`src/rtl/mul_err_tracker.sv`:
```
// Error tracker for an approximate multiplier: drives operand pairs, samples the result after
// SETTLE cycles, and keeps error statistics. Define MUL_ERR_SUM_EN to build the err_sum accumulator.
module mul_err_tracker #(
  parameter int WIDTH  = 6,
  parameter int SETTLE = 1,
  parameter int SUMW   = 32
) (
  input  logic                    clk,
  input  logic                    rst,
  input  logic                    src_valid,
  output logic                    src_ready,
  input  logic [WIDTH-1:0]        src_a,
  input  logic [WIDTH-1:0]        src_b,
  output logic [WIDTH-1:0]        mul_in1,
  output logic [WIDTH-1:0]        mul_in2,
  input  logic [2*WIDTH-1:0]      mul_out,
  input  logic                    mul_ovf,
  output logic                    res_valid,
  output logic [2*WIDTH-1:0]      res_approx,
  output logic [2*WIDTH-1:0]      res_exact,
  output logic signed [2*WIDTH:0] res_err,
  input  logic                    clear,
  output logic [31:0]             cnt_total,
  output logic [31:0]             cnt_wrong,
  output logic [2*WIDTH-1:0]      err_max,
  output logic [SUMW-1:0]         err_sum
);
  localparam int PW = 2 * WIDTH;

  typedef enum logic [1:0] {IDLE, DRIVE, SAMPLE, UPDATE} state_t;

  state_t             state;
  logic [3:0]         settle_cnt;
  logic [PW-1:0]      approx_q, exact_q;
  logic               ovf_q;
  logic signed [PW:0] err_c;
  logic [PW-1:0]      abs_c;
  logic               wrong_c;

  // Both products are unsigned PW-bit values, so one extra bit holds any signed difference.
  assign err_c   = $signed({1'b0, exact_q}) - $signed({1'b0, approx_q});
  assign abs_c   = err_c[PW] ? PW'(-err_c) : err_c[PW-1:0];
  assign wrong_c = (err_c != '0) || ovf_q;

  always_ff @(posedge clk or posedge rst) begin
    if (rst) begin
      state      <= IDLE;
      src_ready  <= 1'b1;
      settle_cnt <= '0;
      mul_in1    <= '0;
      mul_in2    <= '0;
      approx_q   <= '0;
      exact_q    <= '0;
      ovf_q      <= 1'b0;
      res_valid  <= 1'b0;
      res_approx <= '0;
      res_exact  <= '0;
      res_err    <= '0;
    end else begin
      res_valid <= 1'b0;
      case (state)
        IDLE: if (src_valid && src_ready) begin
          mul_in1    <= src_a;
          mul_in2    <= src_b;
          settle_cnt <= 4'(SETTLE - 1);
          src_ready  <= 1'b0;
          state      <= DRIVE;
        end
        DRIVE: begin
          if (settle_cnt == '0) state <= SAMPLE;
          else settle_cnt <= settle_cnt - 4'd1;
        end
        SAMPLE: begin
          approx_q <= mul_out;
          exact_q  <= PW'(mul_in1) * PW'(mul_in2);
          ovf_q    <= mul_ovf;
          state    <= UPDATE;
        end
        UPDATE: begin
          res_valid  <= 1'b1;
          res_approx <= approx_q;
          res_exact  <= exact_q;
          res_err    <= err_c;
          src_ready  <= 1'b1;
          state      <= IDLE;
        end
        default: state <= IDLE;
      endcase
    end
  end

  // clear has priority over an UPDATE in the same cycle; the FSM is untouched by it.
  always_ff @(posedge clk or posedge rst) begin
    if (rst) begin
      cnt_total <= '0;
      cnt_wrong <= '0;
      err_max   <= '0;
    end else if (clear) begin
      cnt_total <= '0;
      cnt_wrong <= '0;
      err_max   <= '0;
    end else if (state == UPDATE) begin
      if (cnt_total != '1) cnt_total <= cnt_total + 32'd1;
      if (wrong_c && cnt_wrong != '1) cnt_wrong <= cnt_wrong + 32'd1;
      if (abs_c > err_max) err_max <= abs_c;
    end
  end

`ifdef MUL_ERR_SUM_EN
  logic [SUMW:0] sum_nx;
  assign sum_nx = {1'b0, err_sum} + (SUMW+1)'(abs_c);

  always_ff @(posedge clk or posedge rst) begin
    if (rst)                 err_sum <= '0;
    else if (clear)          err_sum <= '0;
    else if (state == UPDATE) err_sum <= sum_nx[SUMW] ? '1 : sum_nx[SUMW-1:0];
  end
`else
  assign err_sum = '0;
`endif

endmodule
```
`config.mk`:
```
export PLATFORM = sky130hd
export DESIGN_NAME = mul_err_tracker
export DESIGN_NICKNAME = d
export VERILOG_FILES = /design/src/rtl/mul_err_tracker.sv
export SDC_FILE = /design/constraint.sdc
export NUM_CORES = 1
export LEC_CHECK = 0
export ABC_AREA = 1
export BUFFER_PORTS_ARGS = -buffer_cell sky130_fd_sc_hd__buf_2
export CAP_MARGIN = 20
export CORE_AREA = 2 2 141 143
export CTS_CLUSTER_DIAMETER = 50
export DETAILED_ROUTE_END_ITERATION = 8
export DIE_AREA = 0 0 143 145
export PLACE_DENSITY = 0.78
export SLEW_MARGIN = 15
export SYNTH_ARGS = -nofsm -noshare
export SYNTH_HDL_FRONTEND = slang
export SYNTH_SLANG_ARGS = --single-unit
```
`constraint.sdc`:
```
create_clock -name clk -period 9.26 [get_ports clk]
set_input_delay 1.389 -clock clk [delete_from_list [all_inputs] [get_ports clk]]
set_output_delay 1.389 -clock clk [all_outputs]
set_load 0.01 [all_outputs]
```
==> results.py <==
metrics = {
    "logic_synthesis": {
        "async_set_reset_flop_share_out_of_synthesis": 1.00,
        "synthSimpleGateAreaFrac": 0.300,
        "synth.cell_area_mm2": 0.0104,
        "synthAdderAreaFrac": 0.0983,
        "synth_cell_types": 36,
        "dominant_combinational_cell_family_by_area_after_synthesis": "simple AND/OR/NAND/NOR gates",
        "synth-seq-area-share": 0.380,
        "number_of_cells_produced_by_synthesis": 1435,
        "synthMuxAreaShare": 0,
        "syn_area_per_cell_um2": 7.26,
        "complex_gate_fraction_of_the_synthesized_area": 0.0764,
        "synth.top_cell.area_share": 0.377,
        "synth.top_cells.by_count": "sky130_fd_sc_hd__nand2_1 (430), sky130_fd_sc_hd__inv_1 (225), sky130_fd_sc_hd__dfrtp_1 (157)",
        "ys_top_cells_by_area": "sky130_fd_sc_hd__dfrtp_1 (38%), sky130_fd_sc_hd__nand2_1 (15%), sky130_fd_sc_hd__inv_1 (8.1%), sky130_fd_sc_hd__ha_1 (6.4%), sky130_fd_sc_hd__nor2_1 (4.3%)",
        "yosys.cell_count.top_type": "sky130_fd_sc_hd__nand2_1",
        "synth_xor_xnor_area_share": 0.0219,
        "yosysWarnings": 0,
        "synth.ff_latch_count": 158,
        "synth_top_cell_by_area": "sky130_fd_sc_hd__dfrtp_1",
        "count_of_flip_flops_with_a_built_in_enable_after_synthesis": 0,
        "synth-main-ff-cell": "sky130_fd_sc_hd__dfrtp_1",
    },
    "clock_tree": {
        "maximum_clock_insertion_buffer_count": 2,
        "clockRootBuffer": "sky130_fd_sc_hd__clkbuf_16",
        "clk_latency_ns": 0.43,
        "holdBufCountCts": 0,
        "clk_pin_slew_ns": 0.06,
        "total_cts_buffers": 17,
        "cts_max_level": 4,
        "cts_tree": "built",
        "cts_repair_resize_count": 0,
        "post_cts.repair.setup_buffers": 0,
        "clkSinkCount": 158,
    },
    "power": {
        "vdd_ir_drop_max_uv": 181,
        "leakagePower_nw": 6.32,
        "power.density_mw_per_mm2": 323,
    },
    "worst_setup_path": {
        "most_common_cell_on_crit_path": "sky130_fd_sc_hd__nand2_1",
        "timing.critical_path.to_type": "register",
        "critical_path_peak_fanout": 9,
        "worst_setup_path_start_kind": "register",
        "cp_slowest_cell": "sky130_fd_sc_hd__fa_1",
        "worst-endpoint-arrival_ns": 4.55,
        "path_class": "register to register",
        "cp_slowest_stage_delay_ns": 0.43,
        "timing.critical_path.required_ns": 9.60,
    },
    "floorplanning": {
        "design.die.area_mm2": 0.0207,
        "design.portCount": 188,
        "core_box_area_mm2": 0.0192,
        "die_span_x_um": 143,
        "die_h_um": 145,
        "initial_standard_cell_utilization_of_the_core": 0.542,
        "rows": 51,
    },
    "placed_design": {
        "placement.io_buffers": 155,
        "hpwlAfterDp_mm": 18.7,
        "dpl_cell_area_mm2": 0.0113,
        "gp_congestion": 0.948,
        "detailedPlace.worstSlack_ns": 5.14,
    },
    "routing": {
        "drt.antenna.violating_nets": 0,
        "remaining_drc_errors": 0,
        "drt_iter0_drc": 630,
        "avgViaCountPerCell": 5.10,
        "drt_first_pass_iters": 7,
        "wirelength_mm": 25.2,
        "detailroute.via_count": 9449,
        "routedWlPerCell_um": 13.6,
    },
    "sta": {
        "final.setup_skew_ns": 0.0115,
        "max_clock_freq_mhz": 238,
        "timing.final.ws_setup_ns": 5.05,
        "final_hold_viol_count": 0,
        "number_of_slew_limit_violations_in_the_final_report": 0,
        "final.setup.tns_ns": 0,
        "rsz0062_at_grt": "false",
        "timing.final.crit_period_ns": 4.21,
        "finalCritPeriodShare": 0.454,
        "max_slew_margin": 0.332,
        "fin_worst_hold_slack_ns": 0.464,
        "setup-violations-final": 0,
        "least_margin_pin_slew_ns": 0.999,
    },
    "final_layout": {
        "nFillCells": 1728,
        "fin_area_mm2": 0.0119,
        "diodes": 0,
        "drive_gt1_frac": 0.131,
        "area.growth.synth_to_final_pct": 13.9,
        "final_nets": 1673,
    },
    "grt": {
        "gr-usage-all-layers": 0.248,
        "grt_pass1_vias": 8845,
        "sum_of_overflow_across_all_layers_after_global_routing": 0,
        "global_route.usage.met3": 0.0413,
        "grt_antenna_before_repair": 0,
        "grt_first_pass_wirelength_mm": 41.9,
        "gr-usage-met2": 0.392,
        "busiest_layer": "met2",
        "gr_layer_usage_met1": 0.348,
        "grt_start_max_net_pins": 100,
    },
    "hold_path": {
        "hold_path_class": "register to register",
    },
    "run": {
        "drv.max_cap_violation_count": 0,
    },
    "status": {
        "run_status": "finished, final reports clean",
    },
}
==> path summary, 6_finish.rpt <==
| kind | startpoint | to | slack [ns] | depth (start not counted) |
|---|---|---|---|---|
| max in group asynchronous | rst | mul_in2[2] | 6.81 | 3 |
| min in group asynchronous | rst | cnt_wrong[17] | 1.14 | 2 |
| hold / removal | res_exact[10] | res_exact[10] | 0.46 | 2 |
| hold reg to reg | res_exact[10] | res_exact[10] | 0.46 | 2 |
| setup / recovery | exact_q[0] | err_max[1] | 5.05 | 26 |
| setup reg to reg | exact_q[0] | err_max[1] | 5.05 | 26 |
==> logic make-up (layout without fill, tap and decap cells) <==
logic type | Yosys count | after routing
and+or+nand+nor | 734 | 734
buffers and inverters | 300 | 420
DFF | 158 | 158
AOI/OAI and AO/OA | 145 | 145
adders and majority gates | 71 | 71
xor gates and xnor gates | 26 | 26
other | 1 | 32
==> cells in the final DEF, fill, tap and decap left out, types with 17 or more instances in the layout <==
master	instances
sky130_fd_sc_hd__ha_1	53
sky130_fd_sc_hd__clkbuf_16	17
sky130_fd_sc_hd__o21ai_0	83
sky130_fd_sc_hd__nor2_1	118
sky130_fd_sc_hd__fa_1	18
sky130_fd_sc_hd__conb_1	32
sky130_fd_sc_hd__o31ai_1	18
sky130_fd_sc_hd__buf_2	155
sky130_fd_sc_hd__nand2_1	430
sky130_fd_sc_hd__nand3_1	73
sky130_fd_sc_hd__a21oi_1	29
sky130_fd_sc_hd__nand4_1	45
sky130_fd_sc_hd__dfrtp_1	157
sky130_fd_sc_hd__nor3_1	35
sky130_fd_sc_hd__inv_1	223
==> layer usage <==
metal / vias up / routed length [µm] / part of all wire
met5: - / 0 / 0
met4: 0 / 437 / 0.017
met3: 38 / 1420 / 0.057
met2: 282 / 11700 / 0.46
met1: 4377 / 11600 / 0.46
li1: 4752 / - / -
==> power by group <==
group	total (mW)	switching (mW)	internal, mW	leakage, nW
logic	2.11	1.39	0.721	3.95
registers	1.01	0.137	0.872	2.09
clock network	0.703	0.291	0.412	0.281
==> stage by stage <==
| step | cells | util | power [mW] |
|---|---|---|---|
| CTS | 1851 | 0.617 | 3.83 |
| global placement | 1819 | 0.587 | 3.03 |
| floorplan | 1466 | - | 2.55 |
| detailed placement | 1819 | 0.587 | 3.11 |
| global route | 1851 | 0.617 | 4.21 |
| finish | 1851 | 0.617 | 3.83 |
==> registers in the layout, indices dropped and copies added (netlist names), 6 cells and up <==
signal      count
approx_q       12
cnt_total      32
cnt_wrong      32
err_max        12
exact_q        12
mul_in1         6
mul_in2         6
res_approx     12
res_err        13
res_exact      12
==> final cells by class <==
type / instances / area, µm² / share of cell area
clock buffer: 19 / 453 / 0.0382
inverter: 227 / 857 / 0.0723
multi-input combinational: 1008 / 5300 / 0.447
sequential: 158 / 3960 / 0.333
clock inverter: 13 / 140 / 0.0118
tap: 265 / 332 / 0.0280
timing repair buffer: 161 / 821 / 0.0692
==> critical path, delay by kind of cell, from the launching register on <==
| kind | cells | cell delay (ns) |
|---|---|---|
| DFF | 1 | 0.36 |
| and+or+nand+nor | 16 | 2.13 |
| AOI/OAI and AO/OA | 2 | 0.22 |
| adders and majority gates | 3 | 0.88 |
| buffers and inverters | 5 | 0.51 |
Power figures use the tool's default switching activity.
